$ cat src/rtl/uc_pkg.sv
// Shared constants and types for the multi-cycle MIPS32 control unit:
// opcodes, state encoding, datapath mux codes and the control word.
package uc_pkg;

    localparam logic [5:0] OP_RTYPE = 6'b000000;
    localparam logic [5:0] OP_LW    = 6'b100011;
    localparam logic [5:0] OP_SW    = 6'b101011;
    localparam logic [5:0] OP_BEQ   = 6'b000100;
    localparam logic [5:0] OP_J     = 6'b000010;

    // The 4-bit encoding leaves 11..15 unused; those fall back to IDLE.
    typedef enum logic [3:0] {
        ST_IDLE     = 4'd0,
        ST_FETCH    = 4'd1,
        ST_DECODE   = 4'd2,
        ST_R_EXEC   = 4'd3,
        ST_R_WB     = 4'd4,
        ST_MEM_ADDR = 4'd5,
        ST_MEM_RD   = 4'd6,
        ST_MEM_WB   = 4'd7,
        ST_MEM_WR   = 4'd8,
        ST_BRANCH   = 4'd9,
        ST_JUMP     = 4'd10
    } state_t;

    localparam logic [2:0] ALU_ADD   = 3'b000;
    localparam logic [2:0] ALU_SUB   = 3'b001;
    localparam logic [2:0] ALU_FUNCT = 3'b010;

    localparam logic [1:0] SRCB_RT      = 2'b00;
    localparam logic [1:0] SRCB_FOUR    = 2'b01;
    localparam logic [1:0] SRCB_IMM     = 2'b10;
    localparam logic [1:0] SRCB_IMM_SH2 = 2'b11;

    localparam logic [1:0] PCSRC_ALU    = 2'b00;
    localparam logic [1:0] PCSRC_ALUOUT = 2'b01;
    localparam logic [1:0] PCSRC_JUMP   = 2'b10;

    typedef struct packed {
        logic       pc_write;
        logic       pc_write_cond;
        logic       i_or_d;
        logic       ir_write;
        logic       mem_read;
        logic       mem_write;
        logic       mem_to_reg;
        logic       reg_dst;
        logic       reg_write;
        logic       alu_src_a;
        logic [1:0] alu_src_b;
        logic [2:0] alu_op;
        logic [1:0] pc_src;
        logic       instr_done;
        logic       illegal_op;
    } ctrl_t;

    // True for the opcodes this controller knows how to sequence.
    function automatic logic is_supported(input logic [5:0] op);
        return (op == OP_RTYPE) || (op == OP_LW) || (op == OP_SW) ||
               (op == OP_BEQ) || (op == OP_J);
    endfunction

endpackage

$ cat src/rtl/uc_multiciclo_if.sv
// Control bus between the multi-cycle controller and the shared datapath.
// master = controller side, slave = datapath side.
interface uc_multiciclo_if;

    logic [5:0] OpCode;
    logic       Zero;
    logic       mem_ready;

    logic       PCWrite;
    logic       PCWriteCond;
    logic       IorD;
    logic       IRWrite;
    logic       MemToRead;
    logic       MemToWrite;
    logic       MemToReg;
    logic       RegDst;
    logic       RegWrite;
    logic       AluSrcA;
    logic [1:0] AluSrcB;
    logic [2:0] AluOp;
    logic [1:0] PCSrc;
    logic       instr_done;
    logic       illegal_op;

    modport master (
        input  OpCode, Zero, mem_ready,
        output PCWrite, PCWriteCond, IorD, IRWrite, MemToRead, MemToWrite,
               MemToReg, RegDst, RegWrite, AluSrcA, AluSrcB, AluOp, PCSrc,
               instr_done, illegal_op
    );

    modport slave (
        output OpCode, Zero, mem_ready,
        input  PCWrite, PCWriteCond, IorD, IRWrite, MemToRead, MemToWrite,
               MemToReg, RegDst, RegWrite, AluSrcA, AluSrcB, AluOp, PCSrc,
               instr_done, illegal_op
    );

endinterface

$ cat src/rtl/uc_decod_estado.sv
// Purely combinational state decoder: maps the current FSM state (plus the
// memory handshake and, in DECODE, the opcode) onto the datapath control word.
module uc_decod_estado
    import uc_pkg::*;
(
    input  state_t     state,
    input  logic       mem_ready,
    input  logic [5:0] op_code,
    output ctrl_t      ctrl
);

    // Everything defaults to 0 so IDLE and unused encodings drive a quiet datapath.
    always_comb begin
        ctrl = '0;
        case (state)
            ST_FETCH: begin
                ctrl.mem_read  = 1'b1;
                ctrl.i_or_d    = 1'b0;
                ctrl.alu_src_a = 1'b0;
                ctrl.alu_src_b = SRCB_FOUR;
                ctrl.alu_op    = ALU_ADD;
                ctrl.pc_src    = PCSRC_ALU;
                ctrl.ir_write  = mem_ready;
                ctrl.pc_write  = mem_ready;
            end
            ST_DECODE: begin
                ctrl.alu_src_a  = 1'b0;
                ctrl.alu_src_b  = SRCB_IMM_SH2;
                ctrl.alu_op     = ALU_ADD;
                ctrl.illegal_op = !is_supported(op_code);
                ctrl.instr_done = !is_supported(op_code);
            end
            ST_R_EXEC: begin
                ctrl.alu_src_a = 1'b1;
                ctrl.alu_src_b = SRCB_RT;
                ctrl.alu_op    = ALU_FUNCT;
            end
            ST_R_WB: begin
                ctrl.reg_dst    = 1'b1;
                ctrl.reg_write  = 1'b1;
                ctrl.mem_to_reg = 1'b0;
                ctrl.instr_done = 1'b1;
            end
            ST_MEM_ADDR: begin
                ctrl.alu_src_a = 1'b1;
                ctrl.alu_src_b = SRCB_IMM;
                ctrl.alu_op    = ALU_ADD;
            end
            ST_MEM_RD: begin
                ctrl.mem_read = 1'b1;
                ctrl.i_or_d   = 1'b1;
            end
            ST_MEM_WB: begin
                ctrl.reg_dst    = 1'b0;
                ctrl.mem_to_reg = 1'b1;
                ctrl.reg_write  = 1'b1;
                ctrl.instr_done = 1'b1;
            end
            ST_MEM_WR: begin
                ctrl.mem_write  = 1'b1;
                ctrl.i_or_d     = 1'b1;
                ctrl.instr_done = mem_ready;
            end
            ST_BRANCH: begin
                ctrl.alu_src_a     = 1'b1;
                ctrl.alu_src_b     = SRCB_RT;
                ctrl.alu_op        = ALU_SUB;
                ctrl.pc_write_cond = 1'b1;
                ctrl.pc_src        = PCSRC_ALUOUT;
                ctrl.instr_done    = 1'b1;
            end
            ST_JUMP: begin
                ctrl.pc_write   = 1'b1;
                ctrl.pc_src     = PCSRC_JUMP;
                ctrl.instr_done = 1'b1;
            end
            default: ctrl = '0;
        endcase
    end

endmodule

$ cat src/rtl/uc_multiciclo.sv
// Multi-cycle MIPS32 control FSM (R-type, LW, SW, BEQ, J). Holds the state
// register and next-state logic; control outputs come from uc_decod_estado.
module uc_multiciclo
    import uc_pkg::*;
(
    input  logic         clk,
    input  logic         reset,
    uc_multiciclo_if.master bus
);

    state_t state;
    state_t next_state;
    ctrl_t  ctrl;

    // State register; reset wins over any pending memory access.
    always_ff @(posedge clk) begin
        if (reset) state <= ST_IDLE;
        else       state <= next_state;
    end

    // Instruction sequencing, memory states hold until mem_ready.
    always_comb begin
        next_state = ST_IDLE;
        case (state)
            ST_IDLE:     next_state = ST_FETCH;
            ST_FETCH:    next_state = bus.mem_ready ? ST_DECODE : ST_FETCH;
            ST_DECODE: begin
                case (bus.OpCode)
                    OP_RTYPE:     next_state = ST_R_EXEC;
                    OP_LW, OP_SW: next_state = ST_MEM_ADDR;
                    OP_BEQ:       next_state = ST_BRANCH;
                    OP_J:         next_state = ST_JUMP;
                    default:      next_state = ST_FETCH;
                endcase
            end
            ST_R_EXEC:   next_state = ST_R_WB;
            ST_R_WB:     next_state = ST_FETCH;
            ST_MEM_ADDR: next_state = (bus.OpCode == OP_SW) ? ST_MEM_WR : ST_MEM_RD;
            ST_MEM_RD:   next_state = bus.mem_ready ? ST_MEM_WB : ST_MEM_RD;
            ST_MEM_WB:   next_state = ST_FETCH;
            ST_MEM_WR:   next_state = bus.mem_ready ? ST_FETCH : ST_MEM_WR;
            ST_BRANCH:   next_state = ST_FETCH;
            ST_JUMP:     next_state = ST_FETCH;
            default:     next_state = ST_IDLE;
        endcase
    end

    uc_decod_estado u_decod (
        .state     (state),
        .mem_ready (bus.mem_ready),
        .op_code   (bus.OpCode),
        .ctrl      (ctrl)
    );

    // Drive the control word onto the bus.
    always_comb begin
        bus.PCWrite     = ctrl.pc_write;
        bus.PCWriteCond = ctrl.pc_write_cond;
        bus.IorD        = ctrl.i_or_d;
        bus.IRWrite     = ctrl.ir_write;
        bus.MemToRead   = ctrl.mem_read;
        bus.MemToWrite  = ctrl.mem_write;
        bus.MemToReg    = ctrl.mem_to_reg;
        bus.RegDst      = ctrl.reg_dst;
        bus.RegWrite    = ctrl.reg_write;
        bus.AluSrcA     = ctrl.alu_src_a;
        bus.AluSrcB     = ctrl.alu_src_b;
        bus.AluOp       = ctrl.alu_op;
        bus.PCSrc       = ctrl.pc_src;
        bus.instr_done  = ctrl.instr_done;
        bus.illegal_op  = ctrl.illegal_op;
    end

endmodule

$ cat src/flat_wrapper.sv
// flat-port wrapper written by rule: the top's interface ports become plain ports
module uc_multiciclo_flat import uc_pkg::*;
  (clk, reset, bus_OpCode, bus_Zero, bus_mem_ready, bus_PCWrite, bus_PCWriteCond, bus_IorD, bus_IRWrite, bus_MemToRead, bus_MemToWrite, bus_MemToReg, bus_RegDst, bus_RegWrite, bus_AluSrcA, bus_AluSrcB, bus_AluOp, bus_PCSrc, bus_instr_done, bus_illegal_op);
  uc_multiciclo_if bus_i ();
  input  logic clk;
  input  logic reset;
  input wire logic [$bits(bus_i.OpCode)-1:0] bus_OpCode;
  input wire logic [$bits(bus_i.Zero)-1:0] bus_Zero;
  input wire logic [$bits(bus_i.mem_ready)-1:0] bus_mem_ready;
  output wire logic [$bits(bus_i.PCWrite)-1:0] bus_PCWrite;
  output wire logic [$bits(bus_i.PCWriteCond)-1:0] bus_PCWriteCond;
  output wire logic [$bits(bus_i.IorD)-1:0] bus_IorD;
  output wire logic [$bits(bus_i.IRWrite)-1:0] bus_IRWrite;
  output wire logic [$bits(bus_i.MemToRead)-1:0] bus_MemToRead;
  output wire logic [$bits(bus_i.MemToWrite)-1:0] bus_MemToWrite;
  output wire logic [$bits(bus_i.MemToReg)-1:0] bus_MemToReg;
  output wire logic [$bits(bus_i.RegDst)-1:0] bus_RegDst;
  output wire logic [$bits(bus_i.RegWrite)-1:0] bus_RegWrite;
  output wire logic [$bits(bus_i.AluSrcA)-1:0] bus_AluSrcA;
  output wire logic [$bits(bus_i.AluSrcB)-1:0] bus_AluSrcB;
  output wire logic [$bits(bus_i.AluOp)-1:0] bus_AluOp;
  output wire logic [$bits(bus_i.PCSrc)-1:0] bus_PCSrc;
  output wire logic [$bits(bus_i.instr_done)-1:0] bus_instr_done;
  output wire logic [$bits(bus_i.illegal_op)-1:0] bus_illegal_op;
  assign bus_i.OpCode = bus_OpCode;
  assign bus_i.Zero = bus_Zero;
  assign bus_i.mem_ready = bus_mem_ready;
  assign bus_PCWrite = bus_i.PCWrite;
  assign bus_PCWriteCond = bus_i.PCWriteCond;
  assign bus_IorD = bus_i.IorD;
  assign bus_IRWrite = bus_i.IRWrite;
  assign bus_MemToRead = bus_i.MemToRead;
  assign bus_MemToWrite = bus_i.MemToWrite;
  assign bus_MemToReg = bus_i.MemToReg;
  assign bus_RegDst = bus_i.RegDst;
  assign bus_RegWrite = bus_i.RegWrite;
  assign bus_AluSrcA = bus_i.AluSrcA;
  assign bus_AluSrcB = bus_i.AluSrcB;
  assign bus_AluOp = bus_i.AluOp;
  assign bus_PCSrc = bus_i.PCSrc;
  assign bus_instr_done = bus_i.instr_done;
  assign bus_illegal_op = bus_i.illegal_op;
  uc_multiciclo u_core (.clk(clk), .reset(reset), .bus(bus_i));
endmodule
$ cat config.mk
export PLATFORM = sky130hd
export DESIGN_NAME = uc_multiciclo_flat
export DESIGN_NICKNAME = d
export VERILOG_FILES = /design/src/rtl/uc_pkg.sv /design/src/rtl/uc_multiciclo_if.sv /design/src/rtl/uc_decod_estado.sv /design/src/rtl/uc_multiciclo.sv /design/src/flat_wrapper.sv
export SDC_FILE = /design/constraint.sdc
export NUM_CORES = 1
export LEC_CHECK = 0
export CAP_MARGIN = 20
export CORE_MARGIN = 3
export CORE_UTILIZATION = 35
export CTS_BUF_LIST = sky130_fd_sc_hd__clkbuf_16
export CTS_CLUSTER_SIZE = 24
export DETAILED_ROUTE_END_ITERATION = 10
export PLACE_DENSITY_LB_ADDON = 0.2
export REMOVE_ABC_BUFFERS = 1
export SYNTH_ARGS = -nofsm -noshare
export SYNTH_HDL_FRONTEND = slang
export SYNTH_SLANG_ARGS = --single-unit
$ cat constraint.sdc
create_clock -name clk -period 2.2 [get_ports clk]
set_input_delay 0.55 -clock clk [delete_from_list [all_inputs] [get_ports clk]]
set_output_delay 0.55 -clock clk [all_outputs]
set_load 0.1 [all_outputs]
==> impl_metrics.tcl <==
set metrics [dict create \
    n_antenna_cell 0 \
    clk_pin_slew_ns 0.03 \
    hold_class "reg2reg" \
    period_needed_ns 2.17 \
    cts_buffers 3 \
    syn2layout_area_growth_pct 132 \
    swShare 0.344 \
    drc 0 \
    dr.pass1.iters 4 \
    routed_via_density 5.88 \
    combPwrFrac 0.388 \
    clock_latency_ns 0.22 \
    syn_avg_cell_area_um2 6.44 \
    synth.yosys.seq_area_share 0.150 \
    grt_pass1_wl_um 3280 \
    antenna_found_initial 0 \
    timing.hold.ws_ns 0.571 \
    max_stage_delay_ns 0.23 \
    dieArea_mm2 0.00203 \
    biggestRegsByFlops "u_core.state (4)" \
    post-route-period-util 0.988 \
    synth_common_cells "11 x nor2_1, 8 x nor3_1, 5 x nand2b_1, 5 x o21ai_0" \
    leakage_nw 0.535 \
    dieHeight_um 45.1 \
    skew_ns 0.00136 \
    synth_fa_ha_area_frac 0 \
    synthMuxAreaShare 0 \
    synth_edf_count 0 \
    start_util 0.391 \
    utilization 0.907 \
    htree_levels 1 \
    start_kind "input pin" \
    internal_power_mw 0.395 \
    place_hpwl_um 1420 \
    io_pins 29 \
    core.rowCount 13 \
    cts_sinks 4 \
    largest_register "u_core.state" \
    grt.overflow.total 0 \
    syn_area_um2 534 \
    largest_reg_flops 4 \
    grt_pass1_vias 773 \
    crit_chain "clkdlybuf4s15_1, nand3_2, a2bb2oi_1, nor2_2, o31ai_4, buf_12" \
    async_flop_share 0 \
    required_ns 1.65 \
    clkPwrFrac 0.468 \
    final_cell_count_no_fill 138 \
    slew_violations 0 \
    crit_slowest_cell "clkdlybuf4s15_1" \
    cts_root_buf "clkbuf_16" \
    grt_busiest_layer "met2" \
    ys_warn_count 0 \
    yosys_register_bits 4 \
    crit_path_end_kind "output pin" \
    arrival_ns 1.62 \
    met3_usage 0.0478 \
    synth_area_leader_cell "dfxtp_1" \
    post-synth-top-area-fraction 0.150 \
    synthCells 83 \
    portBuffers 26 \
    setup_viol 0 \
    synth-simple-area-share 0.466 \
    grtUsageMet2 0.367 \
    yosys_most_used_dff "dfxtp_1" \
    clk_path_buf_depth 2 \
    layout.nets 135 \
    synth_compound_area_frac 0.258 \
    drtAntennaViolNets 0 \
    finalWirelength_um 2290 \
    grt.met1_usage 0.256 \
    peakVddDrop_v 0.000293 \
    first_iter_violations 24 \
    die_x_um 45.1 \
    cap_violations 0 \
    worst-setup-path-type "in2out" \
    gp_congestion 0.880 \
    grt_use_total 0.216 \
    power_frac_seq 0.144 \
    num_vias 812 \
    drive_above_1_share 0.488 \
    fmax_mhz 460 \
    synth_xor_area_frac 0.0328 \
    hold_violations 0 \
    cts_tree "built" \
    status "completed" \
    yosysMostFrequentCell "nor2_1" \
    dp_cells 133 \
    powerDensity_mw_per_mm2 486 \
    cp_max_fo 3 \
    synth_top_family_by_area "simple AND/OR/NAND/NOR gates" \
    ys_top_cells_by_area "dfxtp_1 15%, nor2_1 7.7%, nor3_1 7.5%" \
    grt_max_degree 16 \
    core-area_mm2 0.00137 \
    fillers 58 \
    fin_tns_setup_ns 0 \
    power_switching_mw 0.207 \
    synth.distinct_cells 38 \
    drt-wirelength-per-cell_um 16.6 \
]
[layout by cell type (no fill, tap or decap), types with 3 or more instances in the layout]
master and instances:
a21oi_1 3, a31oi_1 3, buf_12 18, buf_4 18
clkbuf_16 3, clkdlybuf4s15_1 4, nor2_1 9, nor2_2 3
nor3_1 6, o21ai_0 5
[layout make-up]
cell class / instances / area (µm²) / area share
flip-flops and latches: 4 / 90.1 / 0.0727
repair buffers: 44 / 573 / 0.463
inverters: 2 / 7.51 / 0.00606
clock buffers: 3 / 75.1 / 0.0606
well taps: 15 / 18.8 / 0.0152
multi-input cells: 70 / 474 / 0.383
[cells by family after synthesis]
family / count (synthesis)
AND/OR/NAND/NOR: 46
AO/OA/AOI/OAI: 21
buffers and inverters: 9
flip-flops: 4
XOR/XNOR: 2
other: 1
[critical path, delay by kind of cell]
family | cells | cell delay (ns)
AND/OR/NAND/NOR | 2 | 0.19
AO/OA/AOI/OAI | 2 | 0.43
buffers and inverters | 2 | 0.44
[power by group through the flow]
stage / Combinational, mW / Sequential, mW / Clock, mW
after detailed placement: 0.225 / 0.0869 / 0
after global placement: 0.223 / 0.0862 / 0
after CTS: 0.224 / 0.0867 / 0.284
after floorplan: 0.128 / 0.0853 / 0
after global routing: 0.243 / 0.0880 / 0.291
final: 0.234 / 0.0865 / 0.282
[routing by layer]
layer,routed length (µm),vias to the layer above
met5,0,-
met3,174,0
li1,-,383
met4,0,0
met2,1190,38
met1,923,391
[what timing repair did]
action,4_1_cts,5_1_grt
buffers inserted,0,2
resized for setup,18,13
hold buffers,0,0
setup endpoints to repair,4,4
cloned,0,0
pin swaps,4,5
[stage by stage]
step | cell area [µm²] | power, mW | setup WS [ns]
floorplan | 495 | 0.214 | -2.64
global placement | 1070 | 0.309 | -0.286
detailed placement | 1070 | 0.311 | -0.288
CTS | 1170 | 0.595 | 0.00189
global route | 1240 | 0.622 | -0.0162
finish | 1240 | 0.602 | 0.0263
[worst paths after layout]
path,depth (start not counted),from,slack [ns],endpoint
max reg2reg,5,u_core.state[1]$_SDFF_PP0_,0.54,u_core.state[1]$_SDFF_PP0_
min,1,u_core.state[3]$_SDFF_PP0_,0.57,u_core.state[0]$_SDFF_PP0_
max,6,bus_OpCode[5],0.03,bus_instr_done
min reg2reg,1,u_core.state[3]$_SDFF_PP0_,0.57,u_core.state[0]$_SDFF_PP0_
(Power assumes the default switching activity.)
